===== config.mk =====
export PLATFORM = sky130hd
export DESIGN_NAME = pix_fifo_arbiter
export DESIGN_NICKNAME = d
export VERILOG_FILES = /design/src/rtl/pix_fifo_arbiter_pkg.sv /design/src/rtl/pix_fifo_arbiter_fill.sv /design/src/rtl/pix_fifo_arbiter.sv
export SDC_FILE = /design/constraint.sdc
export NUM_CORES = 1
export LEC_CHECK = 0
export BUFFER_PORTS_ARGS = -buffer_cell sky130_fd_sc_hd__buf_2
export CORE_MARGIN = 4
export CORE_UTILIZATION = 52
export DETAILED_ROUTE_END_ITERATION = 12
export GPL_TIMING_DRIVEN = 0
export PLACE_DENSITY = 0.84
export REMOVE_ABC_BUFFERS = 1
export SKIP_CTS_REPAIR_TIMING = 1
export SLEW_MARGIN = 40
export SYNTH_ARGS = -nofsm -noshare
export SYNTH_HDL_FRONTEND = slang
export SYNTH_SLANG_ARGS = --single-unit

===== constraint.sdc =====
create_clock -name clk -period 5.3 [get_ports clk]
set_clock_uncertainty 0.15 [all_clocks]
set_input_delay 1.06 -clock clk [delete_from_list [all_inputs] [get_ports clk]]
set_output_delay 1.06 -clock clk [all_outputs]
set_load 0.02 [all_outputs]

===== src/rtl/pix_fifo_arbiter_pkg.sv =====
// -----------------------------------------------------------------------------
// pix_fifo_arbiter_pkg
// Shared definitions for the pixel FIFO write-port arbiter:
//   - default geometry constants (FIFO depth, pixel width, burst length)
//   - arbiter state encoding (arb_state_t)
//   - producer identifier used by the last-served pointer (src_t)
//   - fill_width(): bit width needed to hold a count of 0..depth inclusive
// -----------------------------------------------------------------------------
package pix_fifo_arbiter_pkg;

  localparam int DEF_MEM_LENGTH = 8;
  localparam int DEF_PIX_WIDTH  = 16;
  localparam int DEF_BURST      = 4;

  typedef enum logic [1:0] {
    IDLE    = 2'd0,
    SERVE_A = 2'd1,
    SERVE_B = 2'd2
  } arb_state_t;

  typedef enum logic {
    SRC_A = 1'b0,
    SRC_B = 1'b1
  } src_t;

  // A counter that must represent both 0 and 'depth' needs clog2(depth+1) bits.
  function automatic int fill_width(input int depth);
    return $clog2(depth + 1);
  endfunction

endpackage


===== src/rtl/pix_fifo_arbiter_fill.sv =====
// -----------------------------------------------------------------------------
// fill_tracker
// Saturating up/down occupancy counter for the downstream pixel FIFO.
// The count moves at acceptance time (not when the write strobe fires), so a
// beat that is still in the load pipeline already owns its slot.
//
// Ports
//   clk      in   rising-edge clock
//   reset    in   synchronous, active-low reset
//   inc_i    in   one beat accepted this cycle
//   dec_i    in   FIFO read completed this cycle (one word removed)
//   fill_o   out  words held or committed
//   full_o   out  fill_o == MEM_LENGTH
//   empty_o  out  fill_o == 0
//   err_o    out  sticky: a read was acknowledged while nothing was held
// -----------------------------------------------------------------------------
module fill_tracker
  import pix_fifo_arbiter_pkg::*;
#(
  parameter int MEM_LENGTH = DEF_MEM_LENGTH,
  parameter int FILL_W     = fill_width(MEM_LENGTH)
) (
  input  logic              clk,
  input  logic              reset,
  input  logic              inc_i,
  input  logic              dec_i,
  output logic [FILL_W-1:0] fill_o,
  output logic              full_o,
  output logic              empty_o,
  output logic              err_o
);

  localparam logic [FILL_W-1:0] FILL_MAX = FILL_W'(MEM_LENGTH);
  localparam logic [FILL_W-1:0] FILL_ONE = FILL_W'(1);

  logic [FILL_W-1:0] fill_q, fill_d;
  logic              err_q,  err_d;

  // NOTE: every always_comb output gets a default before any branch; a path
  // that leaves one unassigned would infer a latch.
  always_comb begin
    fill_d = fill_q;
    err_d  = err_q;
    unique case ({inc_i, dec_i})
      // The arbiter never accepts while full; the guard keeps the counter
      // bounded regardless.
      2'b10: if (fill_q != FILL_MAX) fill_d = fill_q + FILL_ONE;
      2'b01: begin
        if (fill_q == '0) err_d  = 1'b1;
        else              fill_d = fill_q - FILL_ONE;
      end
      // Accept and read in the same cycle cancel out, including at zero.
      default: ;
    endcase
  end

  // NOTE: sequential state uses non-blocking assignments only, and the reset
  // is sampled on the clock edge (synchronous), not in the sensitivity list.
  always_ff @(posedge clk) begin
    if (!reset) begin
      fill_q <= '0;
      err_q  <= 1'b0;
    end else begin
      fill_q <= fill_d;
      err_q  <= err_d;
    end
  end

  assign fill_o  = fill_q;
  assign full_o  = (fill_q == FILL_MAX);
  assign empty_o = (fill_q == '0);
  assign err_o   = err_q;

endmodule


===== src/rtl/pix_fifo_arbiter.sv =====
// -----------------------------------------------------------------------------
// pix_fifo_arbiter
// Arbitrates two pixel producers onto a single FIFO write port. A producer is
// granted for up to BURST accepted beats, then the grant is re-arbitrated with
// the other producer preferred. Accepted pixels are presented to the FIFO one
// cycle later as a registered write strobe plus data. Occupancy is tracked
// locally from accepts and read acknowledges; the block holds no pixel storage.
//
// Ports
//   clk       in   rising-edge clock
//   reset     in   synchronous, active-low reset
//   req_a/b   in   producer A/B holds a pixel
//   pix_a/b   in   producer A/B pixel data
//   grant_a/b out  producer A/B owns the write port (decoded from state)
//   load      out  FIFO write strobe (registered)
//   pix_in    out  FIFO write data (registered, holds when idle)
//   fifo_ack  in   FIFO read completed, one word removed
//   fill      out  words held or committed in the FIFO
//   full      out  fill == MEM_LENGTH
//   empty     out  fill == 0
//   err       out  sticky: fifo_ack seen while empty
// -----------------------------------------------------------------------------
module pix_fifo_arbiter
  import pix_fifo_arbiter_pkg::*;
#(
  parameter int MEM_LENGTH = DEF_MEM_LENGTH,
  parameter int PIX_WIDTH  = DEF_PIX_WIDTH,
  parameter int BURST      = DEF_BURST
) (
  input  logic                                clk,
  input  logic                                reset,
  input  logic                                req_a,
  input  logic                                req_b,
  input  logic [PIX_WIDTH-1:0]                pix_a,
  input  logic [PIX_WIDTH-1:0]                pix_b,
  output logic                                grant_a,
  output logic                                grant_b,
  output logic                                load,
  output logic [PIX_WIDTH-1:0]                pix_in,
  input  logic                                fifo_ack,
  output logic [fill_width(MEM_LENGTH)-1:0]   fill,
  output logic                                full,
  output logic                                empty,
  output logic                                err
);

  localparam int               CNT_W     = $clog2(BURST + 1);
  localparam logic [CNT_W-1:0] BURST_CNT = CNT_W'(BURST);
  localparam logic [CNT_W-1:0] CNT_ONE   = CNT_W'(1);

  arb_state_t           state_q,    state_d;
  src_t                 last_q,     last_d;
  logic [CNT_W-1:0]     beat_cnt_q, beat_cnt_d;
  logic                 load_q,     load_d;
  logic [PIX_WIDTH-1:0] pix_in_q,   pix_in_d;

  logic                 accept;
  logic                 req_own;
  logic                 req_other;
  logic                 burst_done;
  arb_state_t           other_state;
  logic [CNT_W-1:0]     beat_next;

  // ---------------------------------------------------------------------------
  // Grant decode and beat acceptance
  // ---------------------------------------------------------------------------
  assign grant_a = (state_q == SERVE_A);
  assign grant_b = (state_q == SERVE_B);

  // While full the grant stays up but nothing is taken.
  assign accept = ((grant_a & req_a) | (grant_b & req_b)) & ~full;

  // Requests seen from the current owner's point of view; only meaningful in
  // the SERVE states.
  assign req_own     = grant_a ? req_a : req_b;
  assign req_other   = grant_a ? req_b : req_a;
  assign other_state = grant_a ? SERVE_B : SERVE_A;
  assign beat_next   = beat_cnt_q + CNT_ONE;
  assign burst_done  = accept & (beat_next == BURST_CNT);

  // ---------------------------------------------------------------------------
  // Arbitration FSM
  // ---------------------------------------------------------------------------
  always_comb begin
    state_d    = state_q;
    beat_cnt_d = beat_cnt_q;
    last_d     = last_q;

    unique case (state_q)
      IDLE: begin
        if (req_a && req_b) begin
          // Tie goes to whichever producer was not served most recently.
          state_d = (last_q == SRC_B) ? SERVE_A : SERVE_B;
        end else if (req_a) begin
          state_d = SERVE_A;
        end else if (req_b) begin
          state_d = SERVE_B;
        end
      end

      SERVE_A, SERVE_B: begin
        if (!req_own || burst_done) begin
          // Hand over if the other side is waiting; otherwise re-grant the
          // same producer with a fresh burst, or fall back to IDLE.
          if (req_other)    state_d = other_state;
          else if (req_own) state_d = state_q;
          else              state_d = IDLE;
          beat_cnt_d = '0;
        end else if (accept) begin
          beat_cnt_d = beat_next;
        end
        // When full with the request held, nothing above fires: state and
        // beat count both freeze.
      end

      default: begin
        state_d    = IDLE;
        beat_cnt_d = '0;
      end
    endcase

    if (state_d == SERVE_A)      last_d = SRC_A;
    else if (state_d == SERVE_B) last_d = SRC_B;
  end

  // ---------------------------------------------------------------------------
  // Write-port pipeline: accepted pixel is presented one cycle later.
  // ---------------------------------------------------------------------------
  always_comb begin
    load_d   = accept;
    pix_in_d = pix_in_q;
    if (accept) pix_in_d = grant_a ? pix_a : pix_b;
  end

  always_ff @(posedge clk) begin
    if (!reset) begin
      state_q    <= IDLE;
      last_q     <= SRC_B;  // so A wins the first tie
      beat_cnt_q <= '0;
      load_q     <= 1'b0;   // drops any beat still waiting to be written
      pix_in_q   <= '0;
    end else begin
      state_q    <= state_d;
      last_q     <= last_d;
      beat_cnt_q <= beat_cnt_d;
      load_q     <= load_d;
      pix_in_q   <= pix_in_d;
    end
  end

  assign load   = load_q;
  assign pix_in = pix_in_q;

  // ---------------------------------------------------------------------------
  // FIFO occupancy
  // ---------------------------------------------------------------------------
  fill_tracker #(
    .MEM_LENGTH (MEM_LENGTH)
  ) u_fill (
    .clk     (clk),
    .reset   (reset),
    .inc_i   (accept),
    .dec_i   (fifo_ack),
    .fill_o  (fill),
    .full_o  (full),
    .empty_o (empty),
    .err_o   (err)
  );

endmodule

==> impl_metrics.json <==
{
  "hold_violations": 0,
  "layout.nets": 282,
  "clkTransAtPathRegs_ns": 0.15,
  "grt.total_usage": 0.174,
  "grt_antenna_before_repair": 0,
  "synth_common_cells": "dfxtp_1, nand2_1, mux2i_1, o211a_1, inv_1",
  "cts_buffer_depth": 2,
  "synth.distinct_cells": 36,
  "multiInputGateArea_mm2": 0.00101,
  "max_cap_violations": 0,
  "vdd_drop_max_mv": 0.203,
  "vias_per_cell": 5.37,
  "power_density_mw_per_mm2": 404,
  "cp.required_ns": 5.38,
  "relSlewSlack": 0.558,
  "status": "completed",
  "pre_cts_slack_ns": 2.08,
  "cts_tree": "built",
  "hold_class": "flop to flop",
  "layout-drive-gt1-share": 0.312,
  "yosysMostFrequentCell": "dfxtp_1",
  "core_area_mm2": 0.00303,
  "min_period_ns": 3.17,
  "antenna_cells": 0,
  "worstSkewPairLatency_ns": 0.32,
  "cpMaxStageDelayCell": "ha_2",
  "start_kind": "flop",
  "crit_path_max_incr_delay_ns": 0.65,
  "wl_um": 3500,
  "synth_area_mm2": 0.00164,
  "drv_slew": 0,
  "fp-row-count": 20,
  "crit_path_end_kind": "flop",
  "gp_congestion": 0.789,
  "die_area_mm2": 0.00412,
  "ys_ff_latch": 28,
  "pin_count": 63,
  "fin_ws_ns": 2.13,
  "drc": 0,
  "setup_viol": 0,
  "start_util": 0.543,
  "routedWlPerCell_um": 12.6,
  "h-tree-depth": 1,
  "fmax_mhz": 316,
  "critPathKind": "flop to flop",
  "grt_pass1_wl_um": 5900,
  "timing.critical_path.buf_inv": 1,
  "cp_cell_sequence": "ha_2, a22o_1, nand2_1, nand2_1, inv_1, ha_1, a21o_2, a21oi_1, a21oi_1, a311o_1",
  "numCtsBuffers": 3,
  "avgSynthCellArea_um2": 9.18,
  "final_cells": 278,
  "grt_max_degree": 33,
  "synth_edf_count": 0,
  "port_buffers": 62,
  "area_delta_synth_final_pct": 23.1,
  "power_leakage_nw": 1.08,
  "place_hpwl_um": 2700,
  "fp.dieH_um": 64.2,
  "grt-ovfl-total": 0,
  "rsz0062_at_grt": "no",
  "drt_iter0_markers": 37,
  "worstMarginPinSlew_ns": 0.662,
  "dp_cells": 274,
  "synth_top_area_share": 0.341,
  "grt_pass1_vias": 1414,
  "cts.sinks": 28,
  "setup_tns_ns": 0,
  "antenna_left": 0,
  "reg2reg_slack_ns": 2.13,
  "regArea_um2": 561,
  "drt_pass1_iterations": 4,
  "ys_top_cells_by_area": "dfxtp_1, mux2i_1, o211a_1, ha_1, nand2_1",
  "fp.dieW_um": 64.2,
  "cts_root_buf": "clkbuf_4",
  "path_delay_family": "compound AO/OA/AOI/OAI gates",
  "worst-path-max-fanout": 26,
  "via_count": 1493,
  "synth_top_area_cell": "dfxtp_1",
  "ys_seq_area_frac": 0.341,
  "ys.warnings.count": 0,
  "finalCritPeriodShare": 0.597,
  "synthArstFlopShare": 0,
  "fillers": 239,
  "arrival_ns": 3.25,
  "netlist_instances": 179,
  "synth_ff_type": "dfxtp_1"
}
sequential cells by signal (all words and copies together) (netlist names):
name,count
last_q,1
pix_in,16
u_fill.err_o,1
state_q,2
load,1
u_fill.fill_o,4
beat_cnt_q,3
final timing paths:
path / to / cells past startpoint / start
worst min register to register: beat_cnt_q[2] / 2 / beat_cnt_q[2]
worst max-delay path: u_fill.fill_o[3] / 10 / state_q[0]
worst min-delay path: beat_cnt_q[2] / 2 / beat_cnt_q[2]
worst max register to register: u_fill.fill_o[3] / 10 / state_q[0]
metal layers:
| layer | share of wire | global-route usage | up-vias | routed length [um] |
|---|---|---|---|---|
| li1 | - | - | 761 | - |
| met1 | 0.45 | 0.215 | 672 | 1560 |
| met2 | 0.45 | 0.290 | 56 | 1580 |
| met3 | 0.092 | 0.0510 | 4 | 320 |
| met4 | 0.0097 | 0.0554 | 0 | 34 |
| met5 | 0 | 0 | - | 0 |
worst register-to-register path, delay by kind of cell, from the launching register on:
family,cells,cell delay [ns]
buffers and inverters,1,0.07
flip-flops,1,0.46
AO/OA/AOI/OAI,5,1.17
AND/OR/NAND/NOR,2,0.32
adder cells (fa/ha/maj),2,0.91
stage by stage:
step | hold slack (ns) | total power [mW] | area, um2 | utilization
final | 0.357 | 0.818 | 2020 | 0.668
after global routing | 0.384 | 0.879 | 2020 | 0.668
after CTS | 0.362 | 0.824 | 2020 | 0.668
after detailed placement | 0.328 | 0.720 | 1990 | 0.656
after global placement | 0.316 | 0.707 | 1960 | 0.648
after floorplan | 0.307 | 0.594 | 1600 | -
final cells by class:
| class | instances | share of cell area |
|---|---|---|
| multi-input combinational | 129 | 0.500 |
| sequential | 28 | 0.277 |
| timing repair buffer | 63 | 0.159 |
| tap | 44 | 0.0272 |
| inverter | 10 | 0.0186 |
| clock buffer | 4 | 0.0179 |
power breakdown:
part | internal (mW) | switching [mW]
Combinational | 0.175 | 0.244
Clock | 0.0420 | 0.0616
Sequential | 0.259 | 0.0360
logic make-up after synthesis:
logic type,after synthesis,share of synthesized area
muxes,19,0.119
and+or+nand+nor,48,0.155
adders and majority gates,10,0.0807
AOI/OAI and AO/OA,50,0.242
DFF,28,0.341
xor gates and xnor gates,2,0.0107
buffers and inverters,22,0.0518
cell usage in the layout (no fill, tap or decap), types with 3 or more instances in the layout:
cell,n
a31oi_1,3
o211a_1,16
a21boi_0,3
buf_2,62
a211oi_1,3
clkbuf_4,3
inv_1,10
ha_1,8
dfxtp_1,28
nand2_1,24
a21oi_1,5
nand2b_1,3
mux2i_1,18
nor4_1,3
nor2b_1,8
o21ai_0,7
(Power assumes the default switching activity.)
